<file path="src/rtl/sorted_reader.sv">
// ---------------------------------------------------------------------------
// sorted_reader
//
// Streams a window of the sorter's result buffer out on a valid/ready
// interface. A start pulse captures a base address and a length (clamped
// to SIZE). The block then issues sequential single-cycle reads to the
// buffer, wrapping modulo SIZE. Returned words land in a 3-entry FIFO that
// drives the consumer. Reads are credit-limited so that queued words plus
// the one read in flight never exceed the FIFO depth.
//
// Ports
//   clk         rising-edge clock
//   rstn        asynchronous active-low reset
//   start       begin a read-out (sampled only while idle)
//   len         number of words to read, clamped to SIZE (sampled with start)
//   base        first buffer address, < SIZE (sampled with start)
//   rd_en       buffer read strobe
//   rd_addr     buffer read address
//   rd_data     buffer read data, valid the cycle after rd_en
//   dout        output word (FIFO head)
//   dout_valid  dout holds a valid word
//   dout_ready  consumer accepts dout
//   busy        read-out in progress
//   done        one-cycle pulse after the final word is accepted
// ---------------------------------------------------------------------------
module sorted_reader #(
    parameter  int SIZE  = 8,
    parameter  int WIDTH = 8,
    localparam int AW    = $clog2(SIZE)
) (
    input  logic             clk,
    input  logic             rstn,
    input  logic             start,
    input  logic [AW:0]      len,
    input  logic [AW-1:0]    base,
    output logic             rd_en,
    output logic [AW-1:0]    rd_addr,
    input  logic [WIDTH-1:0] rd_data,
    output logic [WIDTH-1:0] dout,
    output logic             dout_valid,
    input  logic             dout_ready,
    output logic             busy,
    output logic             done
);

    localparam int             QDEPTH = 3;
    localparam logic [AW:0]    SIZE_W = (AW+1)'(SIZE);
    localparam logic [AW:0]    ONE_W  = (AW+1)'(1);

    typedef enum logic [1:0] {
        IDLE   = 2'd0,
        RUN    = 2'd1,
        FINISH = 2'd2
    } state_t;

    state_t          state_reg, state_next;
    logic [AW:0]     n_reg, n_next;
    logic [AW:0]     iss_reg, iss_next;
    logic [AW:0]     acc_reg, acc_next;
    logic [AW-1:0]   base_reg, base_next;
    logic            infl_reg;

    logic [1:0]      occ_reg, occ_next;
    logic [1:0]      head_reg, head_next;
    logic [WIDTH-1:0] q_mem [0:QDEPTH-1];

    logic [AW:0]     len_clamped;
    logic [2:0]      pending;
    logic            credit_ok;
    logic            issue;
    logic [AW:0]     addr_sum;
    logic [AW:0]     addr_wrap;
    logic            push;
    logic            pop;
    logic [2:0]      tail_sum;
    logic [1:0]      tail_idx;
    logic [QDEPTH-1:0] wr_sel;

    // ------------------------------------------------------------------
    // Read issue: credit counts queued words plus the read whose data is
    // arriving this cycle, so a new read can never overflow the FIFO.
    // ------------------------------------------------------------------
    assign len_clamped = (len > SIZE_W) ? SIZE_W : len;
    assign pending     = {1'b0, occ_reg} + {2'b00, infl_reg};
    assign credit_ok   = (pending < 3'(QDEPTH));
    assign issue       = (state_reg == RUN) && (iss_reg < n_reg) && credit_ok;
    assign rd_en       = issue;

    // Wrap at SIZE rather than 2^AW so non-power-of-two depths work.
    assign addr_sum  = {1'b0, base_reg} + iss_reg;
    assign addr_wrap = (addr_sum >= SIZE_W) ? (addr_sum - SIZE_W) : addr_sum;
    assign rd_addr   = (state_reg == RUN) ? addr_wrap[AW-1:0] : '0;

    // ------------------------------------------------------------------
    // Output FIFO
    // ------------------------------------------------------------------
    assign push       = infl_reg;
    assign dout_valid = (occ_reg != 2'd0);
    assign pop        = dout_valid && dout_ready;
    assign dout       = q_mem[head_reg];

    // Tail slot is computed from the pre-pop head, which is correct even
    // when a push and a pop share the cycle.
    assign tail_sum = {1'b0, head_reg} + {1'b0, occ_reg};
    assign tail_idx = (tail_sum >= 3'(QDEPTH)) ? 2'(tail_sum - 3'(QDEPTH)) : tail_sum[1:0];

    genvar gi;
    generate
        for (gi = 0; gi < QDEPTH; gi++) begin : g_wr_sel
            assign wr_sel[gi] = push && (tail_idx == 2'(gi));
        end
    endgenerate

    always_comb begin
        occ_next  = occ_reg;
        head_next = head_reg;
        case ({push, pop})
            2'b10:   occ_next = occ_reg + 2'd1;
            2'b01:   occ_next = occ_reg - 2'd1;
            default: occ_next = occ_reg;
        endcase
        if (pop) begin
            head_next = (head_reg == 2'(QDEPTH - 1)) ? 2'd0 : head_reg + 2'd1;
        end
    end

    always_ff @(posedge clk or negedge rstn) begin
        if (!rstn) begin
            occ_reg  <= 2'd0;
            head_reg <= 2'd0;
            infl_reg <= 1'b0;
            for (int i = 0; i < QDEPTH; i++) begin
                q_mem[i] <= '0;
            end
        end else begin
            occ_reg  <= occ_next;
            head_reg <= head_next;
            infl_reg <= issue;
            for (int i = 0; i < QDEPTH; i++) begin
                if (wr_sel[i]) begin
                    q_mem[i] <= rd_data;
                end
            end
        end
    end

    // ------------------------------------------------------------------
    // Control FSM
    // ------------------------------------------------------------------
    always_comb begin
        state_next = state_reg;
        n_next     = n_reg;
        base_next  = base_reg;
        iss_next   = iss_reg;
        acc_next   = acc_reg;
        busy       = 1'b0;
        done       = 1'b0;
        case (state_reg)
            IDLE: begin
                if (start) begin
                    n_next     = len_clamped;
                    base_next  = base;
                    iss_next   = '0;
                    acc_next   = '0;
                    state_next = (len_clamped == '0) ? FINISH : RUN;
                end
            end
            RUN: begin
                busy = 1'b1;
                if (issue) begin
                    iss_next = iss_reg + ONE_W;
                end
                if (pop) begin
                    acc_next = acc_reg + ONE_W;
                    if (acc_reg == n_reg - ONE_W) begin
                        state_next = FINISH;
                    end
                end
            end
            FINISH: begin
                busy       = 1'b1;
                done       = 1'b1;
                state_next = IDLE;
            end
            default: begin
                state_next = IDLE;
            end
        endcase
    end

    always_ff @(posedge clk or negedge rstn) begin
        if (!rstn) begin
            state_reg <= IDLE;
            n_reg     <= '0;
            base_reg  <= '0;
            iss_reg   <= '0;
            acc_reg   <= '0;
        end else begin
            state_reg <= state_next;
            n_reg     <= n_next;
            base_reg  <= base_next;
            iss_reg   <= iss_next;
            acc_reg   <= acc_next;
        end
    end

endmodule

</file>
<file path="config.mk">
export PLATFORM = sky130hd
export DESIGN_NAME = sorted_reader
export DESIGN_NICKNAME = d
export VERILOG_FILES = /design/src/rtl/sorted_reader.sv
export SDC_FILE = /design/constraint.sdc
export NUM_CORES = 1
export LEC_CHECK = 0
export BUFFER_PORTS_ARGS = -buffer_cell sky130_fd_sc_hd__buf_2
export CAP_MARGIN = 20
export CORE_MARGIN = 3
export CORE_UTILIZATION = 55
export DETAILED_ROUTE_END_ITERATION = 10
export PLACE_DENSITY = 0.73
export SYNTH_ARGS = -nofsm -noshare
export SYNTH_HDL_FRONTEND = slang
export SYNTH_SLANG_ARGS = --single-unit
export TNS_END_PERCENT = 100
</file>
<file path="constraint.sdc">
create_clock -name clk -period 7.8 [get_ports clk]
set_clock_uncertainty 0.05 [all_clocks]
set_input_delay 0.39 -clock clk [delete_from_list [all_inputs] [get_ports clk]]
set_output_delay 0.39 -clock clk [all_outputs]
set_load 0.02 [all_outputs]
</file>
==> results by group <==
Setup path
  – RR Startpoint: head_reg[0]
  – Capturing point of the worst reg2reg path: q_mem[11]
  – Worst path required time: 7940 ps
  – CP max stage cell: dfrtp_1
  – Reg2Reg Depth: 9
  – Crit Path Class: flip-flop to flip-flop
  – Worst path max stage delay: 730 ps
  – Crit-path cells: ha_1 > inv_1 > fa_1 > inv_1 > ha_1 > nor2b_4 > nor3_1 > o21ai_2 > mux2_2
  – Reg2reg setup slack: 4780 ps
  – Setup crit end kind: flip-flop
  – CP Max Fanout: 13
  – CP Launch Type: flip-flop
  – Worst EP arrival: 3160 ps

Final layout
  – Reg with most FFs: q_mem
  – Nets@finish: 318
  – Share of cells above drive strength 1: 28.27%
  – Largest register FFs: 24
  – Post-layout instance area: 2903 um^2
  – Area grow syn2layout: 12.57%
  – Post-Route Utilization: 65.32%
  – Diodes inserted: 0
  – Non-Filler Instances: 335

Synthesis
  – Syn Nets: 281
  – Post-synthesis sequential area ratio: 44.64%
  – Ranking of synthesized cells by area: dfrtp_1 45%, mux2_2 13%, ha_1 7.3%, nand2_1 4.1%, o21ai_0 3.7%
  – Post-synth cell types: 40
  – Synth Instances: 245
  – Synth warn: 0
  – Synthesized flop and latch total: 46
  – Syn Area/Cell: 10.53 um^2
  – Area leader, netlist: dfrtp_1
  – Post-synth top area share: 44.64%
  – Mapped Area: 2579 um^2

Floorplanning
  – Core ar.: 4444 um^2
  – Die X-Extent: 74.48 um
  – Die ar.: 5547 um^2
  – Ports: 34
  – Core Rows: 24
  – Starting density of the core: 58.02%
  – Die height: 74.48 um

Global routing
  – First-pass GRT wire length: 8300 um
  – Met1 GRT Util: 27.58%
  – Largest net degree at the start of global routing: 47
  – GRT Max-Usage Layer: met2
  – GR Util met2: 30.24%
  – Grt ovf: 0
  – GRT Total Usage: 19.39%
  – Met3 GRT Util: 4.189%
  – Initial antenna violation count: 0
  – Vias in the first global route: 1768

Power and ir drop
  – Tot Pwr: 1.267 mW
  – Leak: 1.331 nW
  – Pwr/cell area: 436.5 nW/um^2
  – VDD IR-drop max: 0.0002184 V

Drt
  – Post-route ant nets: 0
  – Routed wire length: 4867 um
  – Drc violations: 0
  – Routed len/inst: 14.53 um
  – Vias: 1852
  – Vias per Instance: 5.528
  – Drt first pass iters: 4
  – 1st-iter DRT viols: 81

Placement
  – Setup WS pre-CTS: 4779 ps
  – Post-DP HPWL: 3417 um
  – Placed insts: 325
  – Number of port buffers: 33
  – Placement Cell Area: 2786 um^2
  – GPL Wtd Cong: 0.7797

Min path
  – Worst hold-check path type: input pin to flip-flop
  – Hold_sp: base[1]
  – Hold path cells: 2
  – Hold Path End: base_reg[1]

Clock network
  – H-tree Lvls: 2
  – CTS root buf: clkbuf_8
  – Clk pin slew, worst setup/hold paths: 90 ps
  – CTS tree: built
  – Clk sinks: 46
  – Num CTS Buffers: 5
  – Max clock buf depth: 2
  – Worst-skew pair later-pin latency: 300 ps
  – Post-cts resize count: 0

STA
  – Period utilisation layout: 38.67%
  – RSZ-0062 raised after global routing: false
  – Post-Route Setup TNS: 0 ps
  – Worst-margin pin slew: 681.5 ps
  – Final Hold Fails: 0
  – Setup violators final: 0
  – Final WS setup: 4784 ps
  – Min Tclk post-route: 3016 ps
  – Max Slew Vio Count: 0
  – Relative slew slack: 54.40%
  – Peak Freq: 331.5 MHz
  – WHS: 265.5 ps

Job
  – Max-Cap Viols: 0

Status
  – Status: finished, final reports clean
## cell usage after synthesis (all sizes together)
| library cell | number |
|---|---|
| buf | 3 |
| nand3 | 7 |
| mux2i | 9 |
| nor2 | 11 |
| o41ai | 1 |
| xor2 | 1 |
| or3 | 1 |
| nand4 | 1 |
| and2 | 1 |
| nand2 | 28 |
| nor3 | 6 |
| o311ai | 1 |
| o22ai | 1 |
| clkbuf | 2 |
| o2111ai | 1 |
| dfrtp | 46 |
| nor2b | 2 |
| fa | 2 |
| a21o | 2 |
| and3 | 2 |
| xnor2 | 10 |
| a211oi | 2 |
| ha | 15 |
| o21ai | 23 |
| nand2b | 6 |
| mux2 | 29 |
| a22o | 1 |
| a21oi | 9 |
| o221ai | 1 |
| a31oi | 2 |
| inv | 17 |
| nand4b | 1 |
| or2 | 1 |
## layout make-up
cell class              count  area (um^2)
well taps                  52        65.06
fillers                   349         1541
clock inverters             2        13.76
flip-flops and latches     46         1151
repair buffers             35        195.2
clock buffers               6        72.57
inverters                  17        63.81
multi-input cells         177         1341
## routing by layer
layer	share of wire, %	up-vias	wire length (um)
li1	-	931	-
met1	51	891	2475
met2	45	26	2185
met3	3.3	4	162
met4	0.90	0	44
met5	0	-	0
## worst max path at each step
| stage | startpoint | end | slack (ps) |
|---|---|---|---|
| after floorplan | occ_reg[0] | q_mem[16] | 5330 |
| final | head_reg[0] | q_mem[11] | 4780 |
| after global placement | head_reg[0] | q_mem[22] | 4890 |
| after global routing | head_reg[0] | q_mem[18] | 4640 |
| after detailed placement | head_reg[0] | q_mem[9] | 4780 |
| after CTS | head_reg[0] | q_mem[9] | 4780 |
## kinds of logic after synthesis
kind of cell / count (synthesis) / synth area share, %
flip-flops: 46 / 44.64
multiplexers: 38 / 16.16
AND/OR/NAND/NOR: 67 / 12.23
adder cells (fa/ha/maj): 17 / 8.831
buffers and inverters: 22 / 3.348
XOR/XNOR: 11 / 3.736
AO/OA/AOI/OAI: 44 / 11.06
## worst max-delay path, delay by kind of cell (launching register included)
| family | cells | cell delay, ps |
|---|---|---|
| fa+ha+maj | 3 | 990 |
| flops | 1 | 730 |
| compound gates | 1 | 400 |
| mux | 1 | 390 |
| simple gates | 2 | 240 |
| buf+inv | 2 | 110 |
## placed cells by master (no fill, tap or decap), types with 2 or more instances in the layout
cell	Yosys	final
o21ai_0	19	19
a21oi_1	8	8
o21ai_2	3	3
ha_1	15	15
a21o_1	2	2
mux2i_1	9	9
mux2_2	29	29
nor2_1	11	11
nand3_1	7	7
clkbuf_8	0	5
xnor2_1	10	10
nand2b_1	6	6
inv_1	16	16
nand2_1	28	28
nor3_1	6	6
and3_1	2	2
buf_2	3	33
dfrtp_1	46	46
fa_1	2	2
## where the power goes
part	internal (mW)	switching, mW
Sequential	0.348	0.0943
Combinational	0.307	0.371
Clock	0.0634	0.0843
## what timing repair did
action	4_1_cts	5_1_grt
hold endpoints to repair	0	11
hold buffers	0	1
endpoints found under the setup margin	0	0
setup buffers	0	0
Power figures use the tool's default switching activity.
